[config.mk]
export PLATFORM = sky130hd
export DESIGN_NAME = regfile_wb_scheduler
export DESIGN_NICKNAME = d
export VERILOG_FILES = /design/src/rtl/regfile_wb_scheduler.sv
export SDC_FILE = /design/constraint.sdc
export NUM_CORES = 1
export LEC_CHECK = 0
export ABC_CLOCK_PERIOD_IN_PS = 2900
export CAP_MARGIN = 20
export CORE_UTILIZATION = 46
export CTS_CLUSTER_SIZE = 16
export DETAILED_ROUTE_END_ITERATION = 8
export GPL_TIMING_DRIVEN = 1
export PLACE_DENSITY = 0.81
export SYNTH_ARGS = -nofsm -noshare
export SYNTH_HDL_FRONTEND = slang
export SYNTH_SLANG_ARGS = --single-unit
[constraint.sdc]
create_clock -name clk -period 2.9 [get_ports clk]
set_clock_uncertainty 0.2 [all_clocks]
set_input_delay 0.435 -clock clk [delete_from_list [all_inputs] [get_ports clk]]
set_output_delay 0.435 -clock clk [all_outputs]
set_load 0.01 [all_outputs]
[src/rtl/regfile_wb_scheduler.sv]
// Hazard scoreboard, round-robin ALU/MEM writeback arbiter and 1-cycle register
// file write stage. Grants are combinational and the write stage never back-pressures.
module regfile_wb_scheduler #(
  parameter int DATA_W = 19,
  parameter int NREG   = 16,
  parameter int AW     = 4,
  parameter int CNT_W  = 16
) (
  input  logic              clk,
  input  logic              reset,
  input  logic              issue_valid,
  input  logic [AW-1:0]     issue_rs1,
  input  logic [AW-1:0]     issue_rs2,
  input  logic [AW-1:0]     issue_rd,
  input  logic              issue_wb,
  output logic              issue_ready,
  input  logic              alu_wb_valid,
  input  logic [AW-1:0]     alu_wb_rd,
  input  logic [DATA_W-1:0] alu_wb_data,
  output logic              alu_wb_ready,
  input  logic              mem_wb_valid,
  input  logic [AW-1:0]     mem_wb_rd,
  input  logic [DATA_W-1:0] mem_wb_data,
  output logic              mem_wb_ready,
  output logic              rf_regwrite,
  output logic [AW-1:0]     rf_rd,
  output logic [DATA_W-1:0] rf_write_data,
  output logic [NREG-1:0]   busy_mask,
  output logic [CNT_W-1:0]  stall_count,
  output logic              wb_err
);

  localparam logic [CNT_W-1:0] CNT_MAX = {CNT_W{1'b1}};
  localparam logic [CNT_W-1:0] CNT_ONE = {{(CNT_W-1){1'b0}}, 1'b1};

  logic [NREG-1:0]   busy_q, busy_d;
  logic              rr_ptr_q, rr_ptr_d;
  logic              rf_regwrite_q, rf_regwrite_d;
  logic [AW-1:0]     rf_rd_q, rf_rd_d;
  logic [DATA_W-1:0] rf_write_data_q, rf_write_data_d;
  logic [CNT_W-1:0]  stall_count_q, stall_count_d;
  logic              wb_err_q, wb_err_d;

  logic              issue_fire;
  logic              any_gnt;
  logic [AW-1:0]     gnt_rd;
  logic [DATA_W-1:0] gnt_data;

  always_comb begin
    issue_ready = !busy_q[issue_rs1] && !busy_q[issue_rs2] &&
                  !(issue_wb && busy_q[issue_rd]);
    issue_fire  = issue_valid && issue_ready;

    // rr_ptr only matters when both requesters collide
    alu_wb_ready = alu_wb_valid && (!mem_wb_valid || !rr_ptr_q);
    mem_wb_ready = mem_wb_valid && (!alu_wb_valid ||  rr_ptr_q);
    any_gnt      = alu_wb_ready || mem_wb_ready;
    gnt_rd       = mem_wb_ready ? mem_wb_rd   : alu_wb_rd;
    gnt_data     = mem_wb_ready ? mem_wb_data : alu_wb_data;
  end

  always_comb begin
    rr_ptr_d        = rr_ptr_q;
    rf_regwrite_d   = 1'b0;
    rf_rd_d         = rf_rd_q;
    rf_write_data_d = rf_write_data_q;
    wb_err_d        = wb_err_q;
    stall_count_d   = stall_count_q;
    busy_d          = busy_q;

    if (alu_wb_ready) rr_ptr_d = 1'b1;
    if (mem_wb_ready) rr_ptr_d = 1'b0;

    if (any_gnt) begin
      rf_regwrite_d   = (gnt_rd != '0);
      rf_rd_d         = gnt_rd;
      rf_write_data_d = gnt_data;
      if (gnt_rd != '0 && !busy_q[gnt_rd]) wb_err_d = 1'b1;
    end

    if (issue_valid && !issue_ready && stall_count_q != CNT_MAX)
      stall_count_d = stall_count_q + CNT_ONE;

    // clear first so a same-edge set on the same register wins
    if (rf_regwrite_q) busy_d[rf_rd_q] = 1'b0;
    if (issue_fire && issue_wb && issue_rd != '0) busy_d[issue_rd] = 1'b1;
    busy_d[0] = 1'b0;
  end

  always_ff @(posedge clk or posedge reset) begin
    if (reset) begin
      busy_q          <= '0;
      rr_ptr_q        <= 1'b0;
      rf_regwrite_q   <= 1'b0;
      rf_rd_q         <= '0;
      rf_write_data_q <= '0;
      stall_count_q   <= '0;
      wb_err_q        <= 1'b0;
    end else begin
      busy_q          <= busy_d;
      rr_ptr_q        <= rr_ptr_d;
      rf_regwrite_q   <= rf_regwrite_d;
      rf_rd_q         <= rf_rd_d;
      rf_write_data_q <= rf_write_data_d;
      stall_count_q   <= stall_count_d;
      wb_err_q        <= wb_err_d;
    end
  end

  assign rf_regwrite   = rf_regwrite_q;
  assign rf_rd         = rf_rd_q;
  assign rf_write_data = rf_write_data_q;
  assign busy_mask     = busy_q;
  assign stall_count   = stall_count_q;
  assign wb_err        = wb_err_q;

endmodule

==> results of run 1 <==
-- what timing repair did --
action                     4_1_cts  5_1_grt
resized for setup               14       13
buffers inserted                 4        0
pin swaps                        1        1
setup endpoints to repair        7        4
-- worst register-to-register path, delay by kind of cell (launching register included) --
kind            cells  cell delay (ns)
compound gates      3             0.74
mux                 2             0.60
xor+xnor            1             0.21
flops               1             0.52
buf+inv             3             0.42
-- sequential cells by signal, indices dropped and copies added, names as in the netlist --
| register | flops |
|---|---|
| rr_ptr_q | 1 |
| busy_mask | 15 |
| rf_rd | 4 |
| stall_count | 16 |
| rf_regwrite | 1 |
| wb_err | 1 |
| rf_write_data | 19 |
-- layer usage --
layer | wire (um) | global-route usage, % | vias up
li1 | - | - | 1729
met4 | 303 | 14.4 | 0
met2 | 5440 | 47.0 | 179
met5 | 0 | 0 | -
met1 | 4640 | 35.7 | 1777
met3 | 790 | 5.08 | 32
-- cell usage in the layout, fill, tap and decap left out, types with 3 or more instances in the layout --
cell type        synthesis  layout
a211oi_1                 9       8
clkdlybuf4s50_1          0     114
o21ai_1                  3       3
a2111oi_0                8       4
xor2_1                  13      13
nor2b_1                  6       5
o41ai_2                  8       8
nand3_1                 13      13
nand2_1                 20      20
clkbuf_8                 0      11
dfrtp_1                 57      54
inv_1                   33      32
a31oi_1                 22      22
o31ai_1                  8       7
nor2_1                  27      27
clkbuf_2                 0       3
o21ai_0                 15      15
buf_4                    2      45
mux2i_1                  7       7
a21oi_1                 27      27
mux2_2                   8       8
a2111oi_1                0       3
o22ai_1                 20      20
dlygate4sd2_1            0       4
nand4_1                  3       3
nand2b_1                 6       6
mux4_2                   8       8
dfrtp_2                  0       3
-- power by group through the flow --
stage,clock (mW),combinational (mW),sequential (mW)
floorplan,0,0.694,1.26
global placement,0,1.58,1.24
detailed placement,0,1.62,1.24
CTS,0.762,1.67,1.23
global route,0.805,1.79,1.26
finish,0.747,1.68,1.25
-- cell type report --
type	count	area, um2	area share (%)
flip-flops and latches	57	1430	26.6
clock buffers	12	155	2.89
inverters	33	124	2.31
repair buffers	168	1550	28.9
multi-input cells	265	1950	36.2
well taps	99	124	2.31
clock inverters	3	40.0	0.745
-- how the worst max path moves through the flow --
stage	to	slack (ns)
finish	stall_count[13]	0.09
global route	stall_count[8]	0.006
CTS	issue_ready	0.03
detailed placement	issue_ready	-0.57
global placement	issue_ready	-0.51
floorplan	issue_ready	0.21
-- logic make-up after synthesis --
family                   after synthesis  synth area share (%)
XOR/XNOR                              15                  3.68
other                                  1                 0.105
AO/OA/AOI/OAI                        136                  27.3
adder cells (fa/ha/maj)                1                 0.351
buffers and inverters                 58                  6.60
multiplexers                          24                  9.86
AND/OR/NAND/NOR                       88                  12.1
flip-flops                            57                  40.0
-- stage by stage --
step | hold WS [ns] | total power, mW | std cells
floorplan | 0.303 | 1.96 | 380
global placement | 0.281 | 2.81 | 618
detailed placement | 0.288 | 2.86 | 618
CTS | 0.265 | 3.67 | 637
global route | 0.301 | 3.86 | 637
finish | 0.285 | 3.68 | 637
==> results.cfg, run 1 <==
[die]
io_pins = 124
core_area_um2 = 7370
die_h_um = 90.0
dieArea_um2 = 8110
start_util_pct = 48.4
die_w_um = 90.0
rows = 31

[pwr]
ir_drop_v = 0.000445
cellLeakagePower_nw = 2.31
switchingPower_mw = 1.32
power_frac_seq_pct = 34.0
intPower_mw = 2.36
power_density_nw_per_um2 = 685
p_sw_share_pct = 35.9
comb_power_share_pct = 45.7
p_clk_share_pct = 20.3

[worst_setup_path]
crit_top_cell = buf_4
slowest_stage = a2111oi_0
cp.arrival_ns = 2.86
worstSetupPathType = input port to flop
crit_fanout = 13
timing.rr.start = busy_mask[10]
cp-start-kind = input port
cp_num_cells = 11
reg2regPathDepth = 9
r2r_slack_ns = 0.12
crit_path_max_incr_delay_ns = 0.50
critPathTopFamily = buffers and inverters
cp-startpoint = issue_rs1[1]
required_ns = 2.95
cp-end-kind = flop
path_buf_inv = 5
r2r_end = stall_count[13]
path_cells = dlygate4sd2_1, buf_4, mux2i_1, mux4_2, o32ai_2, a31oi_1, buf_4, buf_4, buf_12, a2111oi_0, xor2_1

[synth]
synth_edf_count = 0
synth.top_cell.area_share_pct = 40.0
ys_ff_latch = 57
synth_top_area_cell = dfrtp_1
yosys_warnings = 0
synth_most_common_cell = dfrtp_1
syn_area_per_cell_um2 = 9.38
synthTopCellsByArea = dfrtp_1 (40%), mux4_2 (5.1%), a31oi_1 (3.9%)
synth_area_um2 = 3570
synth_nets = 445
synth_ff_type = dfrtp_1
seq_area_frac_synth_pct = 40.0
synthArstFlopShare_pct = 100
synthTopCellsByCount = dfrtp_1 (57), inv_1 (33), a21oi_1 (27), nor2_1 (27), a31oi_1 (22)
synth.distinct_cells = 55
synth_cells = 380

[detailed_routing]
wl_per_cell_um = 17.5
dr.pass1.iters = 5
num_vias = 3717
via_per_inst = 5.84
drc_errors = 0
ant_nets = 0
wirelength_mm = 11.2
initialDrtViolationCount = 239

[layout]
fin_util_pct = 72.9
area_growth_pct = 50.7
nFillCells = 559
drive_gt1_share_pct = 19.5
nNetsFinal = 599
final_area_um2 = 5370
insertedDiodeCount = 0

[clock_network]
clkLatencyLatePin_ns = 0.33
cts_hold_buf = 0
cts_buffers = 9
cts.sinks = 57
cts_tree = yes
cts.clk_slew.worst_paths_ns = 0.07
clockBufferDepth = 2
cts-root-buf = clkbuf_8
h-tree-depth = 3

[global_routing]
overflow = 0
track_usage_pct = 28.4
grt_pass1_wl_mm = 18.4
grt_pass1_vias = 3808
grt_antenna_before_repair = 0
grt_max_degree = 60

[place]
placed_area_um2 = 5120
numPortBuffers = 122
place_congestion = 0.938
place_hpwl_mm = 8.10
place_ws_ns = -0.569

[sta]
worst_slew_pin_slew_ns = 0.582
period_share_pct = 96.9
hold_viol = 0
fin_ws_ns = 0.0895
worst_slew_margin_rel_pct = 61.1
rsz0062_at_grt = no
setup_viol = 0
max_freq_mhz = 356
fin_crit_ns = 2.81
slew_violations = 0
fin_tns_setup_ns = 0

[worst_hold_path]
min_path_type = input port to async pin

[job]
drv_cap = 0

[run_status]
status = complete, no violations
Note: power is estimated with default switching activity, not from simulation.
==> run 2: changes to the inputs <==
--- a/config.mk
+++ b/config.mk
@@ -12,6 +12,7 @@
 export DETAILED_ROUTE_END_ITERATION = 8
 export GPL_TIMING_DRIVEN = 1
 export PLACE_DENSITY = 0.81
+export SETUP_SLACK_MARGIN = 0.5
 export SYNTH_ARGS = -nofsm -noshare
 export SYNTH_HDL_FRONTEND = slang
 export SYNTH_SLANG_ARGS = --single-unit
==> results.cfg, run 2 (synthesis gave the netlist of run 1 again) <==
[global_routing]
grt_max_degree = 60
grt_pass1_wl_mm = 20.9
grt_pass1_vias = 4116
grt_antenna_before_repair = 0
track_usage_pct = 32.8
overflow = 0

[sta]
hold_viol = 0
fin_ws_ns = 0.0722
fin_tns_setup_ns = 0
rsz0062_at_grt = yes
setup_viol = 0
max_freq_mhz = 354
holdWs_ns = 0.286
slew_violations = 0
worst_slew_margin_rel_pct = 51.8
worst_slew_pin_slew_ns = 0.723
period_share_pct = 97.5
fin_crit_ns = 2.83

[pwr]
cellLeakagePower_nw = 2.62
comb_power_share_pct = 53.5
p_clk_share_pct = 18.9
switchingPower_mw = 1.77
intPower_mw = 2.83
p_sw_share_pct = 38.5
power_frac_seq_pct = 27.6
ir_drop_v = 0.000574
power_density_nw_per_um2 = 751
p_total_mw = 4.60

[worst_hold_path]
min_path_type = flop to flop

[worst_setup_path]
cp.arrival_ns = 2.90
worstSetupPathType = flop to flop
cp-start-kind = flop
crit_fanout = 7
required_ns = 2.97
cp-end-kind = flop

[clock_network]
cts.clk_slew.worst_paths_ns = 0.07
cts-root-buf = clkbuf_8
cts_buffers = 9
h-tree-depth = 3
cts_tree = yes
clockBufferDepth = 2
cts.sinks = 57
clkLatencyLatePin_ns = 0.35

[die]
die_w_um = 90.0
io_pins = 124
core_area_um2 = 7370
rows = 31
start_util_pct = 48.4
dieArea_um2 = 8110
die_h_um = 90.0

[layout]
nFillCells = 411
nNetsFinal = 628
largest_reg_flops = 19
area_growth_pct = 71.6
mostFrequentLayoutCell = clkdlybuf4s50_1
multi_input_area_um2 = 2270
insertedDiodeCount = 0
layout_common_cells = clkdlybuf4s50_1 (110), buf_4 (53), dfrtp_1 (48)
drive_gt1_share_pct = 29.0
seq_area_um2 = 1440

[job]
drv_cap = 0

[place]
place_congestion = 0.883
place_ws_ns = -0.559
place_hpwl_mm = 8.21
numPortBuffers = 122

[run_status]
status = complete, no violations

[detailed_routing]
initialDrtViolationCount = 491
dr.pass1.iters = 5
wirelength_mm = 15.2
num_vias = 4219
wl_per_cell_um = 22.8
via_per_inst = 6.33
ant_nets = 0
drc_errors = 0
## run 2: changes by cell type in the layout (fill, tap and decap cells not counted), sizes merged, moves of 2 or more
cell,before,now
dlygate4sd2,4,7
clkbuf,15,12
clkdlybuf4s50,114,110
buf,47,76
clkinv,2,4
## run 2: layout make-up
class | count | area share (%)
Sequential cell | 57 | 23.5
Multi-Input combinational cell | 265 | 37.1
Clock buffer | 11 | 2.31
Clock inverter | 5 | 1.29
Tap cell | 99 | 2.02
Inverter | 33 | 2.11
Timing Repair Buffer | 197 | 31.7
## run 2: what timing repair did
action                     CTS  global route
gates resized for setup     84            27
setup buffers               22             8
setup endpoints to repair   34            34
gates cloned                 1             1
pin swaps                   22            13
hold buffers                 0             0
## run 2: stage by stage
step | cell area [um2] | util, % | cells
floorplan | 3590 | - | 380
global placement | 5150 | 69.9 | 619
detailed placement | 5150 | 69.9 | 619
CTS | 5870 | 79.7 | 658
global route | 6120 | 83.1 | 667
finish | 6120 | 83.1 | 667
## run 2: critical path: stages, from the launching register on
cell	delay (ns)
dfrtp_2	0.46
mux2i_1	0.10
mux4_2	0.48
o32ai_2	0.13
a31oi_2	0.06
buf_6	0.14
buf_4	0.13
buf_6	0.12
buf_12	0.14
buf_4	0.16
a2111oi_4	0.44
xor2_1	0.18
## run 2: per-layer routing
layer	track usage, %	vias up	routed length (um)
li1	-	1788	-
met1	38.7	2023	5480
met2	55.8	321	7500
met3	6.26	87	1270
met4	19.0	0	952
met5	0	-	0
## run 2: power by group through the flow
stage	registers, mW	clock network, mW	logic, mW
finish	1.27	0.869	2.46
global route	1.28	0.893	2.56
CTS	1.22	0.826	2.09
detailed placement	1.26	0	1.62
global placement	1.25	0	1.58
floorplan	1.26	0	0.719
## run 2: path summary, 6_finish.rpt
check / start / end / slack (ns) / cells after the start
setup reg to reg: busy_mask[3] / stall_count[5] / 0.07 / 11
min in group asynchronous: reset / stall_count[4] / 0.39 / 3
hold reg to reg: wb_err / wb_err / 0.29 / 1
setup / recovery: busy_mask[3] / stall_count[5] / 0.07 / 11
hold / removal: wb_err / wb_err / 0.29 / 1
max in group asynchronous: reset / busy_mask[6] / 1.57 / 3
==> run 3: changes to the inputs <==
--- a/config.mk
+++ b/config.mk
@@ -13,6 +13,7 @@
 export GPL_TIMING_DRIVEN = 1
 export PLACE_DENSITY = 0.81
 export SETUP_SLACK_MARGIN = 0.5
+export SLEW_MARGIN = 20
 export SYNTH_ARGS = -nofsm -noshare
 export SYNTH_HDL_FRONTEND = slang
 export SYNTH_SLANG_ARGS = --single-unit
==> results of run 3 <==
The final DEF is identical to that of run 2; final timing and power are the same.
